==> src/rtl/fetch_unit_pkg.sv <==
// Shared widths, constants and helpers for the instruction fetch stage.
package fetch_unit_pkg;

    localparam int InstAddrBus = 32;
    localparam int InstBus     = 32;

    localparam logic [InstBus-1:0]     ZeroWord    = 32'h0000_0000;
    localparam logic [InstAddrBus-1:0] PcStep      = 32'd4;
    localparam logic [InstAddrBus-1:0] AlignMask   = 32'hFFFF_FFFC;

    localparam logic ChipEnable  = 1'b1;
    localparam logic ChipDisable = 1'b0;
    localparam logic Stop        = 1'b1;
    localparam logic NoStop      = 1'b0;
    localparam logic Branch      = 1'b1;
    localparam logic NotBranch   = 1'b0;

    // Source of the next fetch address, listed from highest to lowest priority.
    typedef enum logic [1:0] {
        PcSelFlush  = 2'd0,
        PcSelHold   = 2'd1,
        PcSelBranch = 2'd2,
        PcSelInc    = 2'd3
    } pcSel_e;

    // Word-align an address: instruction fetches never use the low two bits.
    function automatic logic [InstAddrBus-1:0] alignAddr(input logic [InstAddrBus-1:0] addr);
        return addr & AlignMask;
    endfunction

endpackage

==> src/rtl/fetch_unit_if.sv <==
// Bundle of the fetch stage's control inputs, ROM bus and IF/ID outputs.
interface fetch_unit_if;
    import fetch_unit_pkg::*;

    logic [5:0]             stall;
    logic                   flush;
    logic [InstAddrBus-1:0] new_pc;
    logic                   branch_flag_i;
    logic [InstAddrBus-1:0] branch_target_address_i;
    logic [InstAddrBus-1:0] pc;
    logic                   ce;
    logic [InstBus-1:0]     inst_i;
    logic [InstAddrBus-1:0] id_pc;
    logic [InstBus-1:0]     id_inst;

    // The fetch unit drives the ROM address and the ID-facing registers.
    modport master (
        input  stall, flush, new_pc, branch_flag_i, branch_target_address_i, inst_i,
        output pc, ce, id_pc, id_inst
    );

    // The surrounding pipeline / ROM sees the opposite directions.
    modport slave (
        output stall, flush, new_pc, branch_flag_i, branch_target_address_i, inst_i,
        input  pc, ce, id_pc, id_inst
    );

endinterface

==> src/rtl/fetch_unit_if_id.sv <==
// IF/ID pipeline register: carries the fetched pc/instruction into decode.
module if_id
    import fetch_unit_pkg::*;
(
    input  logic                   clk,
    input  logic                   rst,
    input  logic                   i_flush,
    input  logic                   i_stallIf,
    input  logic                   i_stallId,
    input  logic [InstAddrBus-1:0] i_ifPc,
    input  logic [InstBus-1:0]     i_ifInst,
    output logic [InstAddrBus-1:0] o_idPc,
    output logic [InstBus-1:0]     o_idInst
);

    logic [InstAddrBus-1:0] r_idPc;
    logic [InstBus-1:0]     r_idInst;

    // Flush clears, a fetch stall with decode running inserts a bubble,
    // a running fetch captures, and a stall of both stages holds.
    always_ff @(posedge clk or negedge rst) begin
        if (!rst) begin
            r_idPc   <= ZeroWord;
            r_idInst <= ZeroWord;
        end else if (i_flush) begin
            r_idPc   <= ZeroWord;
            r_idInst <= ZeroWord;
        end else if (i_stallIf == Stop && i_stallId == NoStop) begin
            r_idPc   <= ZeroWord;
            r_idInst <= ZeroWord;
        end else if (i_stallIf == NoStop) begin
            r_idPc   <= i_ifPc;
            r_idInst <= i_ifInst;
        end
    end

    assign o_idPc   = r_idPc;
    assign o_idInst = r_idInst;

endmodule

==> src/rtl/fetch_unit.sv <==
// Instruction fetch stage: PC register, ROM chip enable and the IF/ID register.
module fetch_unit
    import fetch_unit_pkg::*;
(
    input  logic         clk,
    input  logic         rst,
    fetch_unit_if.master bus
);

    logic                   r_ce;
    logic [InstAddrBus-1:0] r_pc;
    logic [InstAddrBus-1:0] w_nextPc;
    logic [InstBus-1:0]     w_ifInst;
    pcSel_e                 w_pcSel;
    logic                   w_unusedStall;

    // The ROM is enabled from the first edge after reset release onwards.
    always_ff @(posedge clk or negedge rst) begin
        if (!rst) begin
            r_ce <= ChipDisable;
        end else begin
            r_ce <= ChipEnable;
        end
    end

    // Pick the next-pc source: flush beats stall, stall beats branch.
    always_comb begin
        w_pcSel = PcSelInc;
        if (bus.flush) begin
            w_pcSel = PcSelFlush;
        end else if (bus.stall[0] == Stop) begin
            w_pcSel = PcSelHold;
        end else if (bus.branch_flag_i == Branch) begin
            w_pcSel = PcSelBranch;
        end
    end

    // Form the next fetch address; targets are word-aligned, increment wraps.
    always_comb begin
        w_nextPc = r_pc + PcStep;
        case (w_pcSel)
            PcSelFlush:  w_nextPc = alignAddr(bus.new_pc);
            PcSelHold:   w_nextPc = r_pc;
            PcSelBranch: w_nextPc = alignAddr(bus.branch_target_address_i);
            default:     w_nextPc = r_pc + PcStep;
        endcase
    end

    // While the ROM is disabled the pc stays at zero so the first fetch is 0.
    always_ff @(posedge clk or negedge rst) begin
        if (!rst) begin
            r_pc <= ZeroWord;
        end else if (r_ce == ChipDisable) begin
            r_pc <= ZeroWord;
        end else begin
            r_pc <= w_nextPc;
        end
    end

    // A disabled ROM returns ZeroWord, so that is what decode gets.
    assign w_ifInst = (r_ce == ChipEnable) ? bus.inst_i : ZeroWord;

    assign bus.pc = r_pc;
    assign bus.ce = r_ce;

    // Stall bits above ID belong to later stages.
    assign w_unusedStall = ^bus.stall[5:3];

    if_id u_ifId (
        .clk       (clk),
        .rst       (rst),
        .i_flush   (bus.flush),
        .i_stallIf (bus.stall[1]),
        .i_stallId (bus.stall[2]),
        .i_ifPc    (r_pc),
        .i_ifInst  (w_ifInst),
        .o_idPc    (bus.id_pc),
        .o_idInst  (bus.id_inst)
    );

endmodule

==> src/flat_wrapper.sv <==
// flat-port wrapper written by rule: the top's interface ports become plain ports
module fetch_unit_flat import fetch_unit_pkg::*;
  (clk, rst, bus_stall, bus_flush, bus_new_pc, bus_branch_flag_i, bus_branch_target_address_i, bus_inst_i, bus_pc, bus_ce, bus_id_pc, bus_id_inst);
  fetch_unit_if bus_i ();
  input  logic clk;
  input  logic rst;
  input wire logic [$bits(bus_i.stall)-1:0] bus_stall;
  input wire logic [$bits(bus_i.flush)-1:0] bus_flush;
  input wire logic [$bits(bus_i.new_pc)-1:0] bus_new_pc;
  input wire logic [$bits(bus_i.branch_flag_i)-1:0] bus_branch_flag_i;
  input wire logic [$bits(bus_i.branch_target_address_i)-1:0] bus_branch_target_address_i;
  input wire logic [$bits(bus_i.inst_i)-1:0] bus_inst_i;
  output wire logic [$bits(bus_i.pc)-1:0] bus_pc;
  output wire logic [$bits(bus_i.ce)-1:0] bus_ce;
  output wire logic [$bits(bus_i.id_pc)-1:0] bus_id_pc;
  output wire logic [$bits(bus_i.id_inst)-1:0] bus_id_inst;
  assign bus_i.stall = bus_stall;
  assign bus_i.flush = bus_flush;
  assign bus_i.new_pc = bus_new_pc;
  assign bus_i.branch_flag_i = bus_branch_flag_i;
  assign bus_i.branch_target_address_i = bus_branch_target_address_i;
  assign bus_i.inst_i = bus_inst_i;
  assign bus_pc = bus_i.pc;
  assign bus_ce = bus_i.ce;
  assign bus_id_pc = bus_i.id_pc;
  assign bus_id_inst = bus_i.id_inst;
  fetch_unit u_core (.clk(clk), .rst(rst), .bus(bus_i));
endmodule
==> config.mk <==
export PLATFORM = sky130hd
export DESIGN_NAME = fetch_unit_flat
export DESIGN_NICKNAME = d
export VERILOG_FILES = /design/src/rtl/fetch_unit_pkg.sv /design/src/rtl/fetch_unit_if.sv /design/src/rtl/fetch_unit_if_id.sv /design/src/rtl/fetch_unit.sv /design/src/flat_wrapper.sv
export SDC_FILE = /design/constraint.sdc
export NUM_CORES = 1
export LEC_CHECK = 0
export ABC_AREA = 1
export BUFFER_PORTS_ARGS = -buffer_cell sky130_fd_sc_hd__buf_2
export CORE_UTILIZATION = 45
export CTS_CLUSTER_SIZE = 28
export DETAILED_ROUTE_END_ITERATION = 6
export PLACE_DENSITY = 0.76
export RECOVER_POWER = 50
export SKIP_CTS_REPAIR_TIMING = 1
export SLEW_MARGIN = 20
export SYNTH_ARGS = -nofsm -noshare
export SYNTH_HDL_FRONTEND = slang
export SYNTH_SLANG_ARGS = --single-unit
==> constraint.sdc <==
create_clock -name clk -period 3.3 [get_ports clk]
set_input_delay 0.66 -clock clk [delete_from_list [all_inputs] [get_ports clk]]
set_output_delay 0.66 -clock clk [all_outputs]
set_load 0.005 [all_outputs]
==> flow_summary.json, run 1 <==
{
  "finClkSkew_ns": 0.0188,
  "clockRootBuffer": "clkbuf_8",
  "viasPerCell": 5.15,
  "p_sw_share_pct": 30.5,
  "setup_viol": 0,
  "clkLatencyLatePin_ns": 0.36,
  "synth_top_area_share_pct": 46.9,
  "cp_slowest_cell": "clkbuf_2",
  "synth_enable_flop_cells": 0,
  "cp_num_buf_inv": 4,
  "die_area_um2": 11600,
  "pwr-share-clk_pct": 30.6,
  "dr.pass1.iters": 5,
  "tns_ns": 0,
  "fmax_mhz": 476,
  "cts_tree": "done",
  "grt_max_degree": 64,
  "syn_area_per_cell_um2": 7.70,
  "synth-main-ff-cell": "dfrtp_1",
  "drt-total-wl_mm": 14.4,
  "p_per_area_nw_per_um2": 392,
  "yosys.area.top_type": "dfrtp_1",
  "synthTopCellsByCount": "inv_1 (137), nand2_1 (134), dfrtp_1 (94)",
  "placed_area_um2": 6100,
  "synth.yosys.seq_area_share_pct": 46.9,
  "ctsHtreeMaxLevel": 3,
  "cp_max_fo": 63,
  "die_w_um": 108,
  "die_h_um": 108,
  "synthArstFlopShare_pct": 100,
  "cp_top_family": "buffers and inverters",
  "ios": 203,
  "period_minus_slack_ns": 2.10,
  "start_kind": "input pin",
  "worstSetupPathType": "in -> reg",
  "antenna_cells": 0,
  "n_fill_cell": 1062,
  "status": "completed",
  "p_leak_uw": 0.00314,
  "fin_area_um2": 6260,
  "rsz0062_at_grt": "no",
  "max_slew_margin_pct": 13.3,
  "gp_congestion": 0.910,
  "min_path_type": "in -> reg",
  "grt_overflow": 0,
  "grt_usage_pct": 25.2,
  "drive_above_1_share_pct": 26.9,
  "start_util_pct": 46.3,
  "path_cells": "buf_2 > inv_2 > buf_4 > nand3_2 > clkbuf_2 > o32ai_1",
  "portBuffers": 193,
  "tightest_slew_ns": 1.30,
  "power.internal_uw": 1710,
  "cp.arrival_ns": 2.26,
  "vdd_ir_drop_max_uv": 283,
  "p_sw_uw": 750,
  "seqPwrFrac_pct": 52.4,
  "grt_pass1_wl_mm": 22.5,
  "synth_most_common_cell": "inv_1",
  "synthCells": 652,
  "ys_warn_count": 0,
  "wl_per_cell_um": 14.8,
  "clk_pin_slew_ns": 0.11,
  "ys_types": 31,
  "vias": 5044,
  "maxSlewViolCount": 0,
  "cts_buffers": 9,
  "core_um2": 10800,
  "nets": 941,
  "finalHoldViolations": 0,
  "synth-seq-cells": 94,
  "synth_area_leaders": "dfrtp_1 (47%), inv_1 (10%), nand2_1 (10%), o32ai_1 (5.6%), o22ai_1 (5.1%)",
  "syn_area_um2": 5020,
  "timing.final.ws_setup_ns": 1.20,
  "syn_to_final_growth_pct": 24.9,
  "grt_pass1_vias": 4455,
  "clock_sinks": 94,
  "drt_iter0_drc": 401,
  "crit_path_end_kind": "flop",
  "drv_cap": 0,
  "cp_slowest_stage_delay_ns": 0.96,
  "crit_required_ns": 3.46,
  "drcViolationCount": 0,
  "ant_nets": 0,
  "place_ws_ns": 1.02,
  "power_frac_comb_pct": 17.0,
  "place.detailed.hpwl_mm": 10.7,
  "fp-row-count": 38,
  "antenna_found_initial": 0,
  "cts.path.max_buffers": 2,
  "period_share_pct": 63.6
}
sequential cells by signal (all words and copies together) (netlist names):
register                flops
u_core.bus.pc              30
u_core.u_ifId.o_idPc       31
u_core.bus.ce               1
u_core.u_ifId.o_idInst     32
path summary, 6_finish.rpt:
check / start / end / slack, ns / cells after the start
min in group asynchronous: rst / u_core.u_ifId.o_idInst[10] / 0.55 / 1
max: bus_flush / u_core.u_ifId.o_idInst[16] / 1.20 / 6
min: bus_new_pc[5] / u_core.bus.pc[5] / 0.53 / 3
max in group asynchronous: rst / u_core.u_ifId.o_idPc[12] / 1.90 / 2
min reg2reg: u_core.u_ifId.o_idInst[0] / u_core.u_ifId.o_idInst[0] / 0.54 / 2
max reg2reg: u_core.bus.pc[3] / u_core.bus.pc[22] / 1.56 / 10
worst register-to-register path, stage by stage (launching register included):
cell,delay [ns]
dfrtp_1,0.45
ha_1,0.20
nand2_1,0.08
nor2_2,0.19
nand2_2,0.17
nor2_4,0.19
nand2_1,0.07
nand2_1,0.06
nand3_1,0.11
nand2_1,0.08
nand2_1,0.04
layout make-up:
| class | instances | area [um2] | area share [%] |
|---|---|---|---|
| multi-input combinational | 389 | 2010 | 32.1 |
| inverter | 139 | 524 | 8.37 |
| clock inverter | 5 | 41.3 | 0.659 |
| sequential | 94 | 2350 | 37.5 |
| tap | 140 | 175 | 2.80 |
| clock buffer | 11 | 151 | 2.42 |
| timing repair buffer | 201 | 1010 | 16.2 |
cell usage in the layout, fill, tap and decap left out, types with 6 or more instances in the layout:
master	n
buf_2	173
buf_4	6
clkbuf_1	19
clkbuf_8	11
dfrtp_1	94
inv_1	137
nand2_1	134
nand3_1	38
nor2_1	65
nor2_2	7
nor3_1	9
o21ai_0	23
o21ai_1	6
o221a_2	9
o22ai_1	41
o32ai_1	32
metal layers:
metal | wire, um | part of all wire (%) | track usage, %
met1 | 6470 | 45 | 34.5
met3 | 1070 | 7.4 | 4.84
met2 | 6650 | 46 | 40.7
met4 | 244 | 1.7 | 6.75
met5 | 0 | 0 | 0
per-stage QoR:
stage	total power [uW]	hold WS [ns]	utilization (%)	instances
3_5_place_dp	1730	0.516	56.3	963
5_1_grt	2580	0.536	57.8	979
3_3_place_gp	1720	0.513	56.3	963
2_1_floorplan	1500	0.364	-	653
4_1_cts	2470	0.327	58.1	979
6_report	2460	0.533	57.8	979
kinds of logic (layout without fill, tap and decap cells):
kind of cell               Yosys count  count (layout)  share of synthesized area (%)
adders and majority gates            1               1                          0.249
buffers and inverters              170             356                           13.3
other                                2               3                          0.150
AOI/OAI and AO/OA                  117             117                           16.4
DFF                                 94              94                           46.9
xor gates and xnor gates             2               2                          0.349
and+or+nand+nor                    266             266                           22.7
power groups by stage:
stage | Combinational [uW] | Sequential (uW) | Clock, uW
2_1_floorplan | 206 | 1300 | 0
3_3_place_gp | 415 | 1300 | 0
3_5_place_dp | 421 | 1310 | 0
4_1_cts | 423 | 1280 | 764
5_1_grt | 468 | 1300 | 819
6_report | 417 | 1290 | 751
Power figures use the tool's default switching activity.
==> run 2: changes to the inputs <==
- CORE_UTILIZATION: 45 -> 44
- PLACE_DENSITY: 0.76 -> 0.78
- clock period: 3.3 -> 1.7 ns (I/O delays scaled with it)
==> run 2 against run 1 <==
Count of clock-buffer cells in the layout down 1. Sequential power is 94% higher. Routed wire length grew 1.4%. First-iteration DRC count increased by 5.0%. Critical endpoint is now u_core.bus.pc[22]. Largest cell class unchanged. Largest power group unchanged.
==> flow_summary.json, run 2 (same netlist as run 1, synthesis figures left out) <==
{
  "antenna_found_initial": 0,
  "grt_pass1_wl_mm": 22.9,
  "drv_cap": 0,
  "layout_common_cells": "buf_2 (168), inv_1 (137), nand2_1 (134), dfrtp_1 (93), nor2_1 (63)",
  "clk_pin_slew_ns": 0.07,
  "fp-row-count": 38,
  "period_minus_slack_ns": 1.59,
  "placed_area_um2": 6210,
  "cp_max_fo": 7,
  "nets": 952,
  "grt_max_degree": 45,
  "clkLatencyLatePin_ns": 0.34,
  "cp.arrival_ns": 1.83,
  "start_util_pct": 45.7,
  "die_h_um": 109,
  "p_leak_uw": 0.00324,
  "holdPathStages": 3,
  "setup_viol": 0,
  "worstSetupPathType": "reg -> reg",
  "rsz0062_at_grt": "yes",
  "reg2reg_depth": 10,
  "ctsHtreeMaxLevel": 3,
  "clockRootBuffer": "clkbuf_16",
  "die_w_um": 109,
  "vdd_ir_drop_max_uv": 436,
  "cts_buffers": 9,
  "start_kind": "flop",
  "core_um2": 11000,
  "ant_nets": 0,
  "drcViolationCount": 0,
  "gp_congestion": 0.899,
  "max_slew_margin_pct": 59.9,
  "grt_overflow": 0,
  "total_power_uw": 5430,
  "instances_no_fill": 990,
  "fin_area_um2": 6490,
  "dr.pass1.iters": 6,
  "largest_register_ffs": 32,
  "finClkSkew_ns": 0.00784,
  "place_ws_ns": 0.0443,
  "clock_sinks": 94,
  "status": "completed",
  "tns_ns": 0,
  "portBuffers": 193,
  "fmax_mhz": 628,
  "cts.path.max_buffers": 2,
  "grt_usage_pct": 25.4,
  "crit_path_end_kind": "flop",
  "crit_required_ns": 1.94,
  "vias": 5031,
  "tightest_slew_ns": 0.602,
  "wl_per_cell_um": 14.8,
  "die_area_um2": 11800,
  "place.detailed.hpwl_mm": 11.2,
  "cts_tree": "done",
  "finalHoldViolations": 0,
  "min_path_type": "in -> reg",
  "dpl.cell_count": 973,
  "drt_iter0_drc": 421,
  "period_share_pct": 93.7,
  "final_common_cell": "buf_2",
  "timing.final.ws_setup_ns": 0.108,
  "grt_pass1_vias": 4648,
  "syn_to_final_growth_pct": 29.3,
  "drive_above_1_share_pct": 27.5,
  "antenna_cells": 0,
  "p_per_area_nw_per_um2": 837,
  "ios": 203,
  "viasPerCell": 5.08,
  "drt-total-wl_mm": 14.7,
  "maxSlewViolCount": 0
}
## run 2: cell count changes in the layout (fill, tap and decap cells not counted), moves of 2 or more
cell       previous run  this run
nor2_1               65        63
clkbuf_8             11         1
clkbuf_16             0         9
buf_12                1         3
nor2_2                7         9
clkbuf_2              2         4
buf_4                 6        11
clkbuf_1             19        24
buf_2               173       168
## run 2: worst max-delay path, stage by stage (launching register included)
cell and delay (ns):
dfrtp_1 0.39, ha_1 0.19, nand2_1 0.08, nor2_2 0.17
nand2_2 0.18, nor2_4 0.19, nand2_1 0.06, nand2_1 0.06
nand3_1 0.06, nand2_1 0.06, nand2_1 0.04
## run 2: path summary, 6_finish.rpt
| path | start | endpoint | slack [ns] |
|---|---|---|---|
| worst min register to register | u_core.u_ifId.o_idPc[1] | u_core.u_ifId.o_idPc[1] | 0.52 |
| min in group asynchronous | rst | u_core.u_ifId.o_idInst[11] | 0.52 |
| worst min-delay path | bus_inst_i[11] | u_core.u_ifId.o_idInst[11] | 0.25 |
| worst max register to register | u_core.bus.pc[2] | u_core.bus.pc[22] | 0.11 |
| worst max-delay path | u_core.bus.pc[2] | u_core.bus.pc[22] | 0.11 |
| max in group asynchronous | rst | u_core.bus.pc[10] | 0.35 |
## run 2: area by class of cell
class / count / area, um2
Inverter: 139 / 524
Timing Repair Buffer: 212 / 1110
Sequential cell: 94 / 2350
Tap cell: 140 / 175
Fill cell: 1051 / 4490
Clock inverter: 6 / 68.8
Clock buffer: 10 / 239
Multi-Input combinational cell: 389 / 2010
## run 2: per-layer routing
metal,track usage [%],routed length [um]
met2,41.9,6820
met1,34.1,6580
met4,8.88,290
met3,3.47,966
met5,0,0
## run 2: power by group
group	switching [uW]	total, uW	internal [uW]
clock	905	2100	1190
sequential	137	2500	2360
combinational	485	837	352
## run 2: per-stage QoR
| step | util (%) | hold WS (ns) |
|---|---|---|
| detailed placement | 56.6 | 0.257 |
| finish | 59.1 | 0.253 |
| global placement | 56.6 | 0.257 |
| global route | 59.1 | 0.256 |
| CTS | 59.4 | -0.105 |
| floorplan | - | 0.0444 |
==> run 3: changes to the inputs <==
- clock period: 1.7 -> 1.3 ns (I/O delays scaled with it)
==> run 3 against run 2 <==
The run now ends with setup timing left. Worst setup slack got worse by 0.33 ns. Routed wire length is 7.9% higher. Count of clock-buffer cells in the layout stayed put. Die area did not move. Flip-flop and latch count stayed put. Critical path depth unchanged. Final area rose by 13%. Largest cell class unchanged.
==> flow_summary.json, run 3 (same netlist as run 1, synthesis figures left out) <==
{
  "drt_iter0_drc": 452,
  "rsz0062_at_grt": "yes",
  "cp_num_buf_inv": 0,
  "utilization_pct": 66.6,
  "max_slew_margin_pct": 58.2,
  "grt_usage_pct": 26.0,
  "drive_above_1_share_pct": 38.7,
  "seq_area_um2": 2360,
  "seqPwrFrac_pct": 43.7,
  "placed_area_um2": 6670,
  "setup_viol": 31,
  "period_minus_slack_ns": 1.52,
  "tightest_slew_ns": 0.626,
  "grt_pass1_vias": 4870,
  "timing.final.ws_setup_ns": -0.224,
  "cts_tree": "done",
  "syn_to_final_growth_pct": 45.9,
  "ant_nets": 0,
  "antenna_cells": 0,
  "final_common_cell": "buf_2",
  "core_um2": 11000,
  "cp_top_family": "simple AND/OR/NAND/NOR gates",
  "status": "finished, violations left",
  "finClkSkew_ns": 0.00792,
  "ios": 203,
  "vdd_ir_drop_max_uv": 604,
  "n_fill_cell": 884,
  "portBuffers": 193,
  "p_per_area_nw_per_um2": 1010,
  "start_kind": "flop",
  "gp_congestion": 0.932,
  "dpl.cell_count": 1026,
  "clock_sinks": 94,
  "wl_met3_mm": 1.11,
  "grt_overflow": 0,
  "die_w_um": 109,
  "finalHoldViolations": 0,
  "dr.pass1.iters": 5,
  "p_leak_uw": 0.00372,
  "p_sw_uw": 2090,
  "fin_area_um2": 7320,
  "grt_pass1_wl_mm": 23.5,
  "drcViolationCount": 0,
  "crit_required_ns": 1.54,
  "layout_common_cells": "buf_2 (180), inv_1 (137), nand2_1 (123), dfrtp_1 (90), buf_4 (50)",
  "period_share_pct": 117,
  "largest_register_ffs": 32,
  "place.detailed.hpwl_mm": 11.7,
  "viasPerCell": 5.13,
  "clockRootBuffer": "clkbuf_16",
  "cts.path.max_buffers": 2,
  "min_path_type": "in -> reg",
  "path_common_cell": "nand2_1",
  "power.internal_uw": 5310,
  "clkLatencyLatePin_ns": 0.34,
  "start_util_pct": 45.7,
  "p_sw_share_pct": 28.3,
  "instances_no_fill": 1051,
  "path_cells": "ha_2 > nand2_2 > nor2_4 > nand2_4 > nor2_4 > nand2_2 > nand2_1 > nand3_1 > nand2_1 > nand2_1",
  "crit_path_end_kind": "flop",
  "drv_cap": 0,
  "failed_checks": "setup timing",
  "pwr-share-clk_pct": 36.1,
  "vias": 5395,
  "cp_slowest_stage_delay_ns": 0.39,
  "wl_met2_mm": 7.46,
  "grt_max_degree": 34,
  "maxSlewViolCount": 0,
  "fmax_mhz": 656,
  "multi_input_area_um2": 2180,
  "cp_slowest_cell": "dfrtp_1",
  "nets": 1013,
  "die_h_um": 109,
  "cts_buffers": 9,
  "ctsHtreeMaxLevel": 3,
  "power_frac_comb_pct": 20.2,
  "antenna_found_initial": 0,
  "wl_per_cell_um": 15.0,
  "worstSetupPathType": "reg -> reg",
  "drt-total-wl_mm": 15.8,
  "die_area_um2": 11800,
  "clk_pin_slew_ns": 0.07,
  "dr.max_layer_used": "met4",
  "cp_max_fo": 6,
  "wl_met1_mm": 6.91,
  "cp.arrival_ns": 1.77,
  "fp-row-count": 38
}
-- run 3: changes by cell type in the layout (fill, tap and decap cells not counted), moves of 12 or more --
cell,previous run,this run
o21ai_1,6,20
buf_6,1,36
o21ai_0,23,9
buf_2,168,180
nor2_1,63,49
clkbuf_1,24,1
buf_4,11,50
-- run 3: final timing paths --
check                      depth (start not counted)               startpoint  slack (ns)                    endpoint
max reg2reg                                       10         u_core.bus.pc[2]       -0.22           u_core.bus.pc[22]
min                                                3           bus_inst_i[28]        0.17  u_core.u_ifId.o_idInst[28]
max in group asynchronous                          3                      rst        0.18           u_core.bus.pc[19]
min in group asynchronous                          2                      rst        0.44    u_core.u_ifId.o_idPc[14]
max                                               10         u_core.bus.pc[2]       -0.22           u_core.bus.pc[22]
min reg2reg                                        2  u_core.u_ifId.o_idPc[1]        0.53     u_core.u_ifId.o_idPc[1]
-- run 3: worst reg2reg max path: stages (launching register included) --
cell,delay [ns]
dfrtp_1,0.39
ha_2,0.21
nand2_2,0.07
nor2_4,0.14
nand2_4,0.12
nor2_4,0.20
nand2_2,0.06
nand2_1,0.06
nand3_1,0.07
nand2_1,0.06
nand2_1,0.04
-- run 3: power by group through the flow --
stage | clock [uW] | sequential (uW) | combinational, uW
after CTS | 2710 | 3210 | 1350
after detailed placement | 0 | 3260 | 1340
after global placement | 0 | 3260 | 1320
after global routing | 2860 | 3250 | 1640
after floorplan | 0 | 3290 | 526
final | 2670 | 3240 | 1490
-- run 3: layer usage --
metal,global-route usage [%],vias up
met5,0,-
met4,7.82,0
met3,4.72,32
met2,43.5,235
met1,34.3,2515
li1,-,2613
-- run 3: layout make-up --
class | count | area share [%]
Clock inverter | 6 | 0.940
Multi-Input combinational cell | 389 | 29.8
Tap cell | 140 | 2.39
Timing Repair Buffer | 273 | 24.3
Sequential cell | 94 | 32.2
Clock buffer | 10 | 3.13
Inverter | 139 | 7.16
-- run 3: through the flow --
step / hold WS, ns / total power, uW / TNS [ns] / setup slack (ns)
detailed placement: 0.182 / 4610 / -5.88 / -0.189
global route: 0.171 / 7750 / -7.12 / -0.324
CTS: -0.185 / 7270 / -3.19 / -0.201
finish: 0.165 / 7410 / -3.64 / -0.224
global placement: 0.180 / 4580 / -3.40 / -0.132
floorplan: -0.0356 / 3820 / -0.678 / -0.0990
